**src/rtl/conv_pkg.sv**
```systemverilog
`default_nettype none
// ============================================================================
//  Module      : conv_pkg
//  Description : Shared types and timing constants for the 1-D convolution
//                scheduler (FSM state encoding, MAC drain depth, memory latency).
//  Revision    : 1.0 - initial release
// ============================================================================
package conv_pkg;

  // Scheduler phases: fill the window, stream the taps, wait for the MAC, present
  typedef enum logic [1:0] {
    LOAD    = 2'd0,
    COMPUTE = 2'd1,
    DRAIN   = 2'd2,
    OUTPUT  = 2'd3
  } state_e;

  // Pipeline depth of the downstream MAC after its last valid input
  localparam int DRAIN_CYC = 3;

  // Read latency of the x-memory / filter ROM
  localparam int MEM_LAT = 1;

endpackage
`default_nettype wire

```
**src/rtl/conv_sched.sv**
```systemverilog
`default_nettype none
// ============================================================================
//  Module      : conv_sched
//  Description : Control scheduler for a valid-mode 1-D convolution. Streams
//                samples into x-memory, walks each SIZE_F-tap window through
//                the MAC, waits for the MAC pipeline and hands the result to
//                the consumer with a valid/ready handshake.
//  Revision    : 1.0 - initial release
// ============================================================================
module conv_sched
  import conv_pkg::*;
#(
  parameter int  T      = 8,
  parameter int  SIZE_X = 8,
  parameter int  SIZE_F = 3,
  localparam int c_AXW  = (SIZE_X > 1) ? $clog2(SIZE_X) : 1,
  localparam int c_AFW  = (SIZE_F > 1) ? $clog2(SIZE_F) : 1
) (
  input  logic             clk,
  input  logic             reset,
  input  logic             x_valid,
  output logic             x_ready,
  input  logic             y_ready,
  output logic             y_valid,
  output logic             y_last,
  output logic [c_AXW-1:0] addr_x,
  output logic             wr_en_x,
  output logic [c_AFW-1:0] addr_f,
  output logic             en_acc,
  output logic             clear_acc
);

  // Counters share one width wide enough to hold SIZE_X itself (x_cnt full)
  localparam int               c_XCW    = $clog2(SIZE_X + 1);
  localparam logic [c_XCW-1:0] c_X      = c_XCW'(SIZE_X);
  localparam logic [c_XCW-1:0] c_F      = c_XCW'(SIZE_F);
  localparam logic [c_XCW-1:0] c_F_LAST = c_XCW'(SIZE_F - 1);
  localparam logic [c_XCW-1:0] c_Y_LAST = c_XCW'(SIZE_X - SIZE_F);
  localparam logic [1:0]       c_D_LAST = 2'(DRAIN_CYC - 1);

  if (T < 1 || SIZE_F < 1 || SIZE_F > SIZE_X) begin : g_bad_params
    $error("conv_sched: illegal parameter combination");
  end

  state_e             state_q, state_d;
  logic [c_XCW-1:0]   x_cnt_q, x_cnt_d;
  logic [c_XCW-1:0]   y_idx_q, y_idx_d;
  logic [c_XCW-1:0]   k_q, k_d;
  logic [1:0]         d_q, d_d;
  logic               y_valid_q, y_valid_d;
  logic               clr_pulse_q, clr_pulse_d;
  logic [MEM_LAT-1:0] en_pipe_q, en_pipe_d;

  logic w_in_compute;
  logic w_accept;
  logic w_hs;

  assign w_in_compute = (state_q == COMPUTE);
  assign x_ready      = reset && !w_in_compute && (x_cnt_q < c_X);
  assign wr_en_x      = x_valid && x_ready;
  assign w_accept     = wr_en_x;
  assign w_hs         = y_valid_q && y_ready;

  assign addr_x    = w_in_compute ? c_AXW'(y_idx_q + k_q) : c_AXW'(x_cnt_q);
  assign addr_f    = w_in_compute ? c_AFW'(k_q) : '0;
  assign y_valid   = y_valid_q;
  assign y_last    = y_valid_q && (y_idx_q == c_Y_LAST);
  assign en_acc    = en_pipe_q[MEM_LAT-1];
  assign clear_acc = clr_pulse_q ||
                     ((state_q == LOAD) && (y_idx_q == '0) && (x_cnt_q == '0));

  // en_acc trails COMPUTE by the memory read latency
  if (MEM_LAT == 1) begin : g_lat_one
    assign en_pipe_d = w_in_compute;
  end else begin : g_lat_pipe
    assign en_pipe_d = {en_pipe_q[MEM_LAT-2:0], w_in_compute};
  end

  // Next-state logic for the scheduler FSM and its counters
  always_comb begin
    state_d     = state_q;
    x_cnt_d     = x_cnt_q + c_XCW'(w_accept);
    y_idx_d     = y_idx_q;
    k_d         = k_q;
    d_d         = d_q;
    y_valid_d   = y_valid_q;
    clr_pulse_d = 1'b0;
    case (state_q)
      LOAD: begin
        // A sample written this cycle already counts towards the window
        if (x_cnt_d >= y_idx_q + c_F) begin
          state_d = COMPUTE;
          k_d     = '0;
        end
      end
      COMPUTE: begin
        if (k_q == c_F_LAST) begin
          state_d = DRAIN;
          d_d     = '0;
        end else begin
          k_d = k_q + 1'b1;
        end
      end
      DRAIN: begin
        if (d_q == c_D_LAST) begin
          state_d   = OUTPUT;
          y_valid_d = 1'b1;
        end else begin
          d_d = d_q + 1'b1;
        end
      end
      OUTPUT: begin
        if (w_hs) begin
          state_d     = LOAD;
          y_valid_d   = 1'b0;
          clr_pulse_d = 1'b1;
          if (y_last) begin
            // Last window consumed: start a fresh vector
            y_idx_d = '0;
            x_cnt_d = '0;
          end else begin
            y_idx_d = y_idx_q + 1'b1;
          end
        end
      end
      default: state_d = LOAD;
    endcase
  end

  // State and counter registers, asynchronously cleared
  always_ff @(posedge clk or negedge reset) begin
    if (!reset) begin
      state_q     <= LOAD;
      x_cnt_q     <= '0;
      y_idx_q     <= '0;
      k_q         <= '0;
      d_q         <= '0;
      y_valid_q   <= 1'b0;
      clr_pulse_q <= 1'b0;
      en_pipe_q   <= '0;
    end else begin
      state_q     <= state_d;
      x_cnt_q     <= x_cnt_d;
      y_idx_q     <= y_idx_d;
      k_q         <= k_d;
      d_q         <= d_d;
      y_valid_q   <= y_valid_d;
      clr_pulse_q <= clr_pulse_d;
      en_pipe_q   <= en_pipe_d;
    end
  end

endmodule
`default_nettype wire

```
**config.mk**
```make
export PLATFORM = sky130hd
export DESIGN_NAME = conv_sched
export DESIGN_NICKNAME = d
export VERILOG_FILES = /design/src/rtl/conv_pkg.sv /design/src/rtl/conv_sched.sv
export SDC_FILE = /design/constraint.sdc
export NUM_CORES = 1
export LEC_CHECK = 0
export BUFFER_PORTS_ARGS = -buffer_cell sky130_fd_sc_hd__buf_2
export CAP_MARGIN = 20
export CELL_PAD_IN_SITES_DETAIL_PLACEMENT = 0
export CELL_PAD_IN_SITES_GLOBAL_PLACEMENT = 2
export CORE_MARGIN = 10
export CORE_UTILIZATION = 35
export DETAILED_ROUTE_END_ITERATION = 16
export GPL_ROUTABILITY_DRIVEN = 1
export PLACE_DENSITY_LB_ADDON = 0.25
export SYNTH_ARGS = -nofsm -noshare
export SYNTH_HDL_FRONTEND = slang
export SYNTH_SLANG_ARGS = --single-unit
```
**constraint.sdc**
```tcl
create_clock -name clk -period 3.4 [get_ports clk]
set_input_delay 0.68 -clock clk [delete_from_list [all_inputs] [get_ports clk]]
set_output_delay 0.68 -clock clk [all_outputs]
set_load 0.02 [all_outputs]
```
==> results by group, run 1 <==
Run status
  – Outcome: complete, no violations

Power
  – Cell area power density: 999.3 mW/mm^2
  – Static leakage: 0.7424 nW
  – Sw frac: 46.61%
  – Share of power burned in registers: 29.9%
  – Gate power share: 59.4%
  – Max rail drop VDD: 0.4009 mV
  – Internal: 0.0007944 W
  – Clock power frac: 10.7%
  – Switching power of the nets: 0.0006934 W

Timing
  – Endpoints failing hold: 0
  – Clock skew: 3.150 ps
  – RSZ-0062 raised after global routing: false
  – Final setup violation count: 0
  – Slew Limit Fails: 0
  – Worst-Margin Slew: 485.2 ps
  – Fin crit period: 2911 ps
  – Relative slew slack: 67.38%
  – FMAX: 0.3436 GHz
  – Period utilization: 85.60%
  – Setup_tns: 0 ps

Critical path
  – Worst setup endpoint: k_q[2]$_DFFE_PN0P_
  – Crit path kind: reg2reg
  – Critical Path End Type: flop
  – Slowest stage delay, CP: 410 ps
  – RR Startpoint: state_q[1]$_DFFE_PN0P_
  – Max FO, Critical Path: 7
  – Crit path cell chain: inv_1 -> ha_1 -> nor3b_2 -> and2_1 -> ha_1 -> ha_1 -> xor2_1 -> ha_1 -> o211ai_1 -> o2111ai_2 -> and4b_1 -> a221o_1
  – R2R Path End: k_q[2]$_DFFE_PN0P_
  – Cell mode on critical path: ha_1
  – R2R setup slack: 490 ps
  – Crit. Startpoint: state_q[1]$_DFFE_PN0P_
  – Startpoint Class: flop
  – R2R depth: 12
  – Crit-path slowest cell: dfrtp_1
  – Crit path DAT: 3050 ps
  – Worst Path Required: 3540 ps

Finish
  – Final Instance Area: 0.001489 mm^2
  – Fin nets: 175
  – Post-route non-filler standard cell count: 199
  – Area grow syn2layout: 14.42%
  – Final core utilization: 40.98%
  – Antenna cells: 0
  – Layout cell share with drive strength beyond 1: 18.54%

Place
  – RD Place Congestion: 0.7858
  – Placed instance count: 195
  – Area after DPL: 0.001444 mm^2
  – Buffers on Ports: 14
  – Hpwl dp: 2.227 mm

GRT
  – Total Routing Usage GR: 9.122%
  – First-pass GRT wire length: 4.816 mm
  – Grt total ovfl: 0
  – Largest net degree at the start of global routing: 20
  – Number of global-route vias before repair: 979
  – Antenna violations before repair: 0

CTS
  – Clock transition at the registers of the reported paths: 70 ps
  – Max Root-Sink Buffers: 2
  – CTS resizes: 0
  – Later-pin clock latency in the skew report: 250 ps
  – Total CTS buffers: 3
  – Clock sinks: 19
  – TritonCTS clock tree: done
  – Setup bufs post-CTS: 0
  – H-tree depth: 1
  – Hold buffers post-CTS: 0
  – Root Driver: clkbuf_8

Drt
  – Post-Route WL: 2.828 mm
  – Final ANT Viol Nets: 0
  – Via Count: 970
  – DRC violations left: 0
  – Initial DRC count: 75
  – Drt first pass iters: 4
  – Avg WL per Cell: 14.21 um
  – Vias per Instance: 4.874

Yosys
  – Seq/Total Area, Yosys: 36.54%
  – Mapped Area: 0.001301 mm^2
  – Adder-Cell Fraction of Synth Area: 18.85%
  – Main combinational cell family by area after synthesis: adder cells
  – Ys flop type: dfrtp_1
  – Syn Area/Cell: 9.784 um^2
  – Synth Area in Simple Gates: 17.98%
  – Post-Synth XOR/XNOR Area: 4.038%
  – Post-synth EDFFs: 0
  – Async SR Flop Fraction: 100.0%
  – Synthesis Warnings: 0
  – Compound-gate portion of the synthesized area: 15.48%
  – Mux cell area share after synthesis: 2.788%
  – Yosys reg bits: 19
  – Cells after Synth: 133
  – Syn_nets: 156
  – Yosys cell types: 38

Floorplanning
  – Die H: 80.98 um
  – Row count: 22
  – Core region area: 0.003633 mm^2
  – Initial Util: 35.81%
  – Die X: 80.98 um
  – I/O pins: 15
  – Die Area: 0.006557 mm^2

Job
  – Max_cap viols: 0

Hold path
  – Worst Hold Class: in2async
[synthesized netlist by cell type, types with 3 or more instances]
cell type  count  share of area (%)
dfrtp_1       19                 37
ha_1          18                 17
inv_1         13                3.8
nand2_1       11                3.2
o21ai_0       11                4.2
nand3_1        6                2.3
nor2b_1        6                2.9
nor2_1         5                1.4
a21oi_1        4                1.5
and2_1         3                1.4
xnor2_1        3                2.0
xor2_1         3                2.0
[layout by cell type (no fill, tap or decap), types with 2 or more instances in the layout]
| cell type | n |
|---|---|
| nand3_1 | 6 |
| buf_2 | 14 |
| nor3b_2 | 2 |
| xor2_1 | 3 |
| and3_1 | 2 |
| nand2_1 | 11 |
| xnor2_1 | 3 |
| o21ai_0 | 11 |
| nor2_1 | 5 |
| a21oi_1 | 4 |
| o31ai_1 | 2 |
| and2_1 | 3 |
| dfrtp_1 | 19 |
| a22o_1 | 2 |
| a221o_1 | 2 |
| inv_1 | 13 |
| nor2b_1 | 6 |
| buf_4 | 2 |
| ha_1 | 18 |
| clkbuf_8 | 3 |
[flip-flops by register name, summed over array words and instances, names as in the netlist]
signal and count:
y_valid 1, clr_pulse_q 1, d_q 2, state_q 2
k_q 4, en_acc 1, x_cnt_q 4, y_idx_q 4
[per-stage QoR]
| step | hold slack (ps) | total power (W) | setup WS, ps |
|---|---|---|---|
| floorplan | 384.4 | 0.001101 | 115.1 |
| global placement | 518.3 | 0.001332 | 403.8 |
| detailed placement | 527.7 | 0.001349 | 367.2 |
| CTS | 393.8 | 0.001515 | 471.5 |
| global route | 401.2 | 0.001646 | 276.0 |
| finish | 388.6 | 0.001488 | 489.5 |
[per-layer routing]
metal | GRT usage [%] | share of wire [%] | vias to the layer above
met5 | 0 | 0 | -
met4 | 3.633 | 0.78 | 0
met3 | 2.097 | 4.8 | 2
met2 | 13.14 | 42 | 14
met1 | 12.79 | 52 | 454
li1 | - | - | 500
[kinds of logic (layout without fill, tap and decap cells)]
logic type | count (synthesis) | in the layout
XOR/XNOR | 6 | 6
AND/OR/NAND/NOR | 42 | 42
adder cells (fa/ha/maj) | 19 | 19
buffers and inverters | 15 | 33
flip-flops | 19 | 19
AO/OA/AOI/OAI | 29 | 29
multiplexers | 3 | 3
[worst max-delay path, delay by kind of cell (launching register included)]
| family | cells | cell delay [ps] |
|---|---|---|
| and+or+nand+nor | 3 | 650 |
| DFF | 1 | 410 |
| buffers and inverters | 1 | 80 |
| adders and majority gates | 4 | 850 |
| xor gates and xnor gates | 1 | 210 |
| AOI/OAI and AO/OA | 3 | 600 |
[power groups by stage]
stage,Sequential [W],Clock (W),Combinational [W]
final,0.000446,0.000159,0.000883
after floorplan,0.000417,0,0.000684
after global placement,0.000448,0,0.000885
after global routing,0.000465,0.000173,0.00101
after detailed placement,0.000451,0,0.000898
after CTS,0.000446,0.000165,0.000904
[cell type report]
cell class | count | area, um^2
repair buffers | 16 | 85.08
well taps | 48 | 60.06
multi-input cells | 99 | 774.5
clock buffers | 4 | 45.04
inverters | 13 | 48.80
fillers | 385 | 2145
flip-flops and latches | 19 | 475.5
[how the worst min path moves through the flow]
stage | start | endpoint | depth (start not counted)
global route | reset | x_cnt_q[0]$_DFF_PN0_ | 2
CTS | reset | k_q[0]$_DFFE_PN0P_ | 2
global placement | d_q[1]$_DFFE_PN0P_ | d_q[1]$_DFFE_PN0P_ | 1
detailed placement | d_q[1]$_DFFE_PN0P_ | d_q[1]$_DFFE_PN0P_ | 1
floorplan | reset | clr_pulse_q$_DFF_PN0_ | 0
finish | reset | k_q[2]$_DFFE_PN0P_ | 2
Power figures use the tool's default switching activity.
==> run 2, diff against run 1 <==
--- a/config.mk
+++ b/config.mk
@@ -9,8 +9,8 @@
 export CAP_MARGIN = 20
 export CELL_PAD_IN_SITES_DETAIL_PLACEMENT = 0
 export CELL_PAD_IN_SITES_GLOBAL_PLACEMENT = 2
-export CORE_MARGIN = 10
-export CORE_UTILIZATION = 35
+export CORE_MARGIN = 2
+export CORE_UTILIZATION = 36
 export DETAILED_ROUTE_END_ITERATION = 16
 export GPL_ROUTABILITY_DRIVEN = 1
 export PLACE_DENSITY_LB_ADDON = 0.25
==> constraint.sdc (replaced) <==
create_clock -name clk -period 3.4 [get_ports clk]
set_input_delay 1.02 -clock clk [delete_from_list [all_inputs] [get_ports clk]]
set_output_delay 1.02 -clock clk [all_outputs]
set_load 0.02 [all_outputs]
==> run 2 against run 1 <==
  * Maximum frequency is 4.4% lower
  * Combinational power increased by 2.5%
  * Flip-flop and latch count did not move
  * Clock skew grew 2.0 ps
  * Largest cell class unchanged
  * Routed wire length down 5.4%
  * Core utilization grew 2.2 points
==> results by group, run 2 (synthesis results as in run 1) <==
Drt
  – Initial DRC count: 26
  – Final ANT Viol Nets: 0
  – Drt first pass iters: 4
  – Vias per Instance: 5.086
  – Post-Route WL: 2.675 mm
  – DRC violations left: 0
  – Via Count: 1007
  – Avg WL per Cell: 13.51 um

CTS
  – Hold buffers post-CTS: 0
  – Clock transition at the registers of the reported paths: 110 ps
  – Later-pin clock latency in the skew report: 300 ps
  – Total CTS buffers: 3
  – H-tree depth: 1
  – CTS resizes: 0
  – Root Driver: clkbuf_4
  – TritonCTS clock tree: done
  – Setup bufs post-CTS: 0
  – Clock sinks: 19
  – Max Root-Sink Buffers: 2

Timing
  – Fin crit period: 3044 ps
  – Final worst slack: 355.6 ps
  – Worst-Margin Slew: 461.7 ps
  – Endpoints failing hold: 0
  – Slew Limit Fails: 0
  – Clock skew: 5.108 ps
  – Relative slew slack: 68.96%
  – FMAX: 0.3285 GHz
  – Period utilization: 89.54%
  – Worst hold slack: 554.6 ps
  – Setup_tns: 0 ps
  – RSZ-0062 raised after global routing: false
  – Final setup violation count: 0

Floorplanning
  – Die X: 64.12 um
  – Core region area: 0.003416 mm^2
  – Die H: 64.12 um
  – Initial Util: 38.10%
  – I/O pins: 15
  – Die Area: 0.004111 mm^2
  – Row count: 21

Finish
  – Antenna cells: 0
  – Area grow syn2layout: 13.37%
  – Layout cell share with drive strength beyond 1: 19.08%
  – Fin nets: 176
  – Most frequent cells in the layout: dfrtp_1 (19), ha_1 (18), buf_2 (14)
  – Most common cell after layout, fill and taps aside: dfrtp_1
  – Final Instance Area: 0.001475 mm^2
  – Largest registers: k_q (4), x_cnt_q (4), y_idx_q (4)
  – Post-route non-filler standard cell count: 198

GRT
  – First-pass GRT wire length: 4.781 mm
  – Antenna violations before repair: 0
  – Largest net degree at the start of global routing: 20
  – Number of global-route vias before repair: 1000
  – Grt total ovfl: 0
  – Total Routing Usage GR: 14.86%

Place
  – Area after DPL: 0.001449 mm^2
  – RD Place Congestion: 0.8069
  – Placed instance count: 194
  – Buffers on Ports: 14
  – Hpwl dp: 2.105 mm
  – Place WS: 100.1 ps

Critical path
  – Worst Path Required: 2380 ps
  – Critical Path End Type: primary output
  – Crit path DAT: 2020 ps
  – Crit path kind: reg2out
  – Startpoint Class: flop
  – Max FO, Critical Path: 8

Power
  – Max rail drop VDD: 0.3017 mV
  – Cell area power density: 993.6 mW/mm^2
  – Static leakage: 0.7389 nW

Hold path
  – Worst Hold Class: reg2reg

Run status
  – Outcome: complete, no violations

Job
  – Max_cap viols: 0
==> run 2: report_power, final <==
part | switching [W] | internal (W)
clock | 0.0000731 | 0.0000457
combinational | 0.000504 | 0.000401
sequential | 0.000120 | 0.000322
total | 0.000697 | 0.000769
==> run 2: final cells by class <==
class,instances,area [um^2]
clock buffer,4,26.28
sequential,19,475.5
inverter,13,48.80
timing repair buffer,17,92.59
multi-input combinational,99,774.5
tap,46,57.56
fill,351,1941
==> run 2: critical path, stage by stage (launching register included) <==
cell and delay (ps):
dfrtp_1 520, ha_1 200, inv_1 50, fa_1 370, xnor2_1 140, xnor2_1 130
a21oi_1 150, buf_2 180
==> run 2: final timing paths <==
| path | slack (ps) | cells past startpoint | to | start |
|---|---|---|---|---|
| min | 550 | 1 | d_q[1]$_DFFE_PN0P_ | d_q[1]$_DFFE_PN0P_ |
| min in group asynchronous | 670 | 2 | en_acc$_DFF_PN0_ | reset |
| max in group asynchronous | 2520 | 2 | y_idx_q[0]$_DFFE_PN0P_ | reset |
| max | 360 | 7 | addr_x[2] | y_idx_q[0]$_DFFE_PN0P_ |
| min reg2reg | 550 | 1 | d_q[1]$_DFFE_PN0P_ | d_q[1]$_DFFE_PN0P_ |
| max reg2reg | 550 | 11 | k_q[3]$_DFFE_PN0P_ | state_q[1]$_DFFE_PN0P_ |
==> run 2: per-layer routing <==
| layer | up-vias | global-route usage (%) | share of wire [%] |
|---|---|---|---|
| li1 | 499 | - | - |
| met1 | 485 | 20.64 | 52 |
| met2 | 21 | 23.44 | 43 |
| met3 | 2 | 2.113 | 4.0 |
| met4 | 0 | 5.585 | 0.82 |
| met5 | - | 0 | 0 |
==> run 2: through the flow <==
| stage | total power (W) | util (%) |
|---|---|---|
| 3_5_place_dp | 0.001358 | 42.42 |
| 6_report | 0.001466 | 43.19 |
| 3_3_place_gp | 0.001331 | 42.42 |
| 2_1_floorplan | 0.001101 | - |
| 5_1_grt | 0.001631 | 43.19 |
| 4_1_cts | 0.001483 | 43.19 |
==> run 3, diff against run 2 <==
--- a/config.mk
+++ b/config.mk
@@ -9,6 +9,7 @@
 export CAP_MARGIN = 20
 export CELL_PAD_IN_SITES_DETAIL_PLACEMENT = 0
 export CELL_PAD_IN_SITES_GLOBAL_PLACEMENT = 2
+export CORE_ASPECT_RATIO = 1.2
 export CORE_MARGIN = 2
 export CORE_UTILIZATION = 36
 export DETAILED_ROUTE_END_ITERATION = 16
==> run 3 against run 2 <==
  * The flow now finishes with violations (design-rule violations)
  * Combinational power is 2% lower
  * Worst setup slack better by 21 ps
  * First-iteration DRC count is 27% lower
  * Via count is 0.60% lower
  * Critical path type is now in2reg
  * Largest power group unchanged
==> results by group, run 3 (synthesis results as in run 1) <==
Critical path
  – Critical Path End Type: flop
  – Slowest stage delay, CP: 350 ps
  – Startpoint Class: primary input
  – Worst Path Required: 3540 ps
  – Cell mode on critical path: ha_1
  – Crit path kind: in2reg
  – Crit path cell chain: buf_2 -> nor3b_2 -> and2_1 -> ha_1 -> ha_1 -> xor2_1 -> ha_1 -> o211ai_1 -> o2111ai_2 -> o21ai_2 -> a221o_1
  – Crit-path slowest cell: a221o_1
  – Critical path's top delay family: compound AO/OA/AOI/OAI gates
  – Crit path DAT: 3160 ps
  – Crit path buf inv count: 1
  – Max FO, Critical Path: 5

Finish
  – Layout cell share with drive strength beyond 1: 19.74%
  – Area grow syn2layout: 14.04%
  – Largest registers: k_q (4), x_cnt_q (4), y_idx_q (4)
  – Antenna cells: 0
  – Fin nets: 176
  – Most common cell after layout, fill and taps aside: dfrtp_1
  – Final core utilization: 43.70%
  – Fill cell count: 345
  – Most frequent cells in the layout: dfrtp_1 (19), ha_1 (18), buf_2 (14)

Floorplanning
  – I/O pins: 15
  – Die H: 69.86 um
  – Row count: 23
  – Core region area: 0.003396 mm^2
  – Die X: 58.89 um
  – Die Area: 0.004114 mm^2
  – Initial Util: 38.32%

Timing
  – Fin crit period: 3024 ps
  – Clock skew: 6.005 ps
  – Worst hold slack: 546.5 ps
  – Final setup violation count: 0
  – Worst-Margin Slew: 485.6 ps
  – RSZ-0062 raised after global routing: false
  – Final worst slack: 376.2 ps
  – Endpoints failing hold: 0
  – Setup_tns: 0 ps
  – FMAX: 0.3307 GHz
  – Relative slew slack: 67.35%
  – Slew Limit Fails: 0
  – Period utilization: 88.93%

GRT
  – Antenna violations before repair: 0
  – Grt total ovfl: 0
  – First-pass GRT wire length: 4.740 mm
  – Total Routing Usage GR: 14.66%
  – Number of global-route vias before repair: 1041
  – Largest net degree at the start of global routing: 20

CTS
  – Setup bufs post-CTS: 0
  – TritonCTS clock tree: done
  – Clock transition at the registers of the reported paths: 80 ps
  – Total CTS buffers: 3
  – Later-pin clock latency in the skew report: 260 ps
  – Root Driver: clkbuf_8
  – CTS resizes: 0
  – Hold buffers post-CTS: 0
  – Clock sinks: 19
  – H-tree depth: 1
  – Max Root-Sink Buffers: 2

Power
  – Internal: 0.0008029 W
  – Cell area power density: 1009 mW/mm^2
  – Share of power burned in registers: 29.6%
  – Sw frac: 46.36%
  – Gate power share: 59.5%
  – Clock power frac: 10.9%
  – Static leakage: 0.7494 nW
  – Switching power of the nets: 0.0006940 W
  – Max rail drop VDD: 0.3479 mV

Drt
  – Initial DRC count: 19
  – Met3 Wirelength: 55 um
  – Met2 Routed Length: 1.442 mm
  – DR top layer: met4
  – Via Count: 1001
  – Final ANT Viol Nets: 0
  – Vias per Instance: 5.296
  – Drt first pass iters: 10
  – Met1 WL: 1.228 mm
  – Avg WL per Cell: 14.50 um
  – Post-Route WL: 2.741 mm
  – DRC violations left: 2

Run status
  – Outcome: finished with violations
  – Violated checks: design-rule violations

Place
  – Buffers on Ports: 14
  – Place WS: 84.83 ps
  – RD Place Congestion: 0.7484
  – Hpwl dp: 2.134 mm

Job
  – Max_cap viols: 0

Hold path
  – Worst Hold Class: reg2reg
[run 3: cell count changes in the layout (fill, tap and decap cells not counted), sizes merged]
cell    delta
clkinv     +1
clkbuf     -1
[run 3: cell type report]
| type | count | area (um^2) | area share, % |
|---|---|---|---|
| timing repair buffer | 17 | 92.59 | 6.239 |
| clock inverter | 1 | 5.005 | 0.3373 |
| clock buffer | 3 | 41.29 | 2.782 |
| tap | 37 | 46.29 | 3.120 |
| sequential | 19 | 475.5 | 32.04 |
| multi-input combinational | 99 | 774.5 | 52.19 |
| inverter | 13 | 48.80 | 3.288 |
[run 3: through the flow]
stage / cells / instance area [um^2] / total power, W
after CTS: 189 / 1484 / 0.001520
after global routing: 189 / 1484 / 0.001657
after global placement: 185 / 1438 / 0.001331
after floorplan: 133 / 1306 / 0.001101
after detailed placement: 185 / 1438 / 0.001355
final: 189 / 1484 / 0.001497
[run 3: path summary, 6_finish.rpt]
kind / startpoint / to / slack [ps] / cells past startpoint
worst min register to register: d_q[1]$_DFFE_PN0P_ / d_q[1]$_DFFE_PN0P_ / 550 / 1
min in group asynchronous: reset / y_idx_q[0]$_DFFE_PN0P_ / 720 / 2
worst min-delay path: d_q[1]$_DFFE_PN0P_ / d_q[1]$_DFFE_PN0P_ / 550 / 1
worst max register to register: state_q[1]$_DFFE_PN0P_ / k_q[3]$_DFFE_PN0P_ / 540 / 12
worst max-delay path: reset / k_q[3]$_DFFE_PN0P_ / 380 / 11
max in group asynchronous: reset / x_cnt_q[2]$_DFF_PN0_ / 2460 / 2
[run 3: routing by layer]
layer | vias up | track usage (%)
met2 | 9 | 26.79
met1 | 489 | 17.23
met5 | - | 0
li1 | 501 | -
met4 | 0 | 3.788
met3 | 2 | 2.222
[run 3: power groups by stage]
stage          Clock [W]  Sequential (W)  Combinational, W
6_report        0.000163        0.000443          0.000891
5_1_grt         0.000176        0.000462           0.00102
4_1_cts         0.000166        0.000445          0.000909
3_5_place_dp           0        0.000448          0.000907
3_3_place_gp           0        0.000444          0.000887
2_1_floorplan          0        0.000417          0.000684
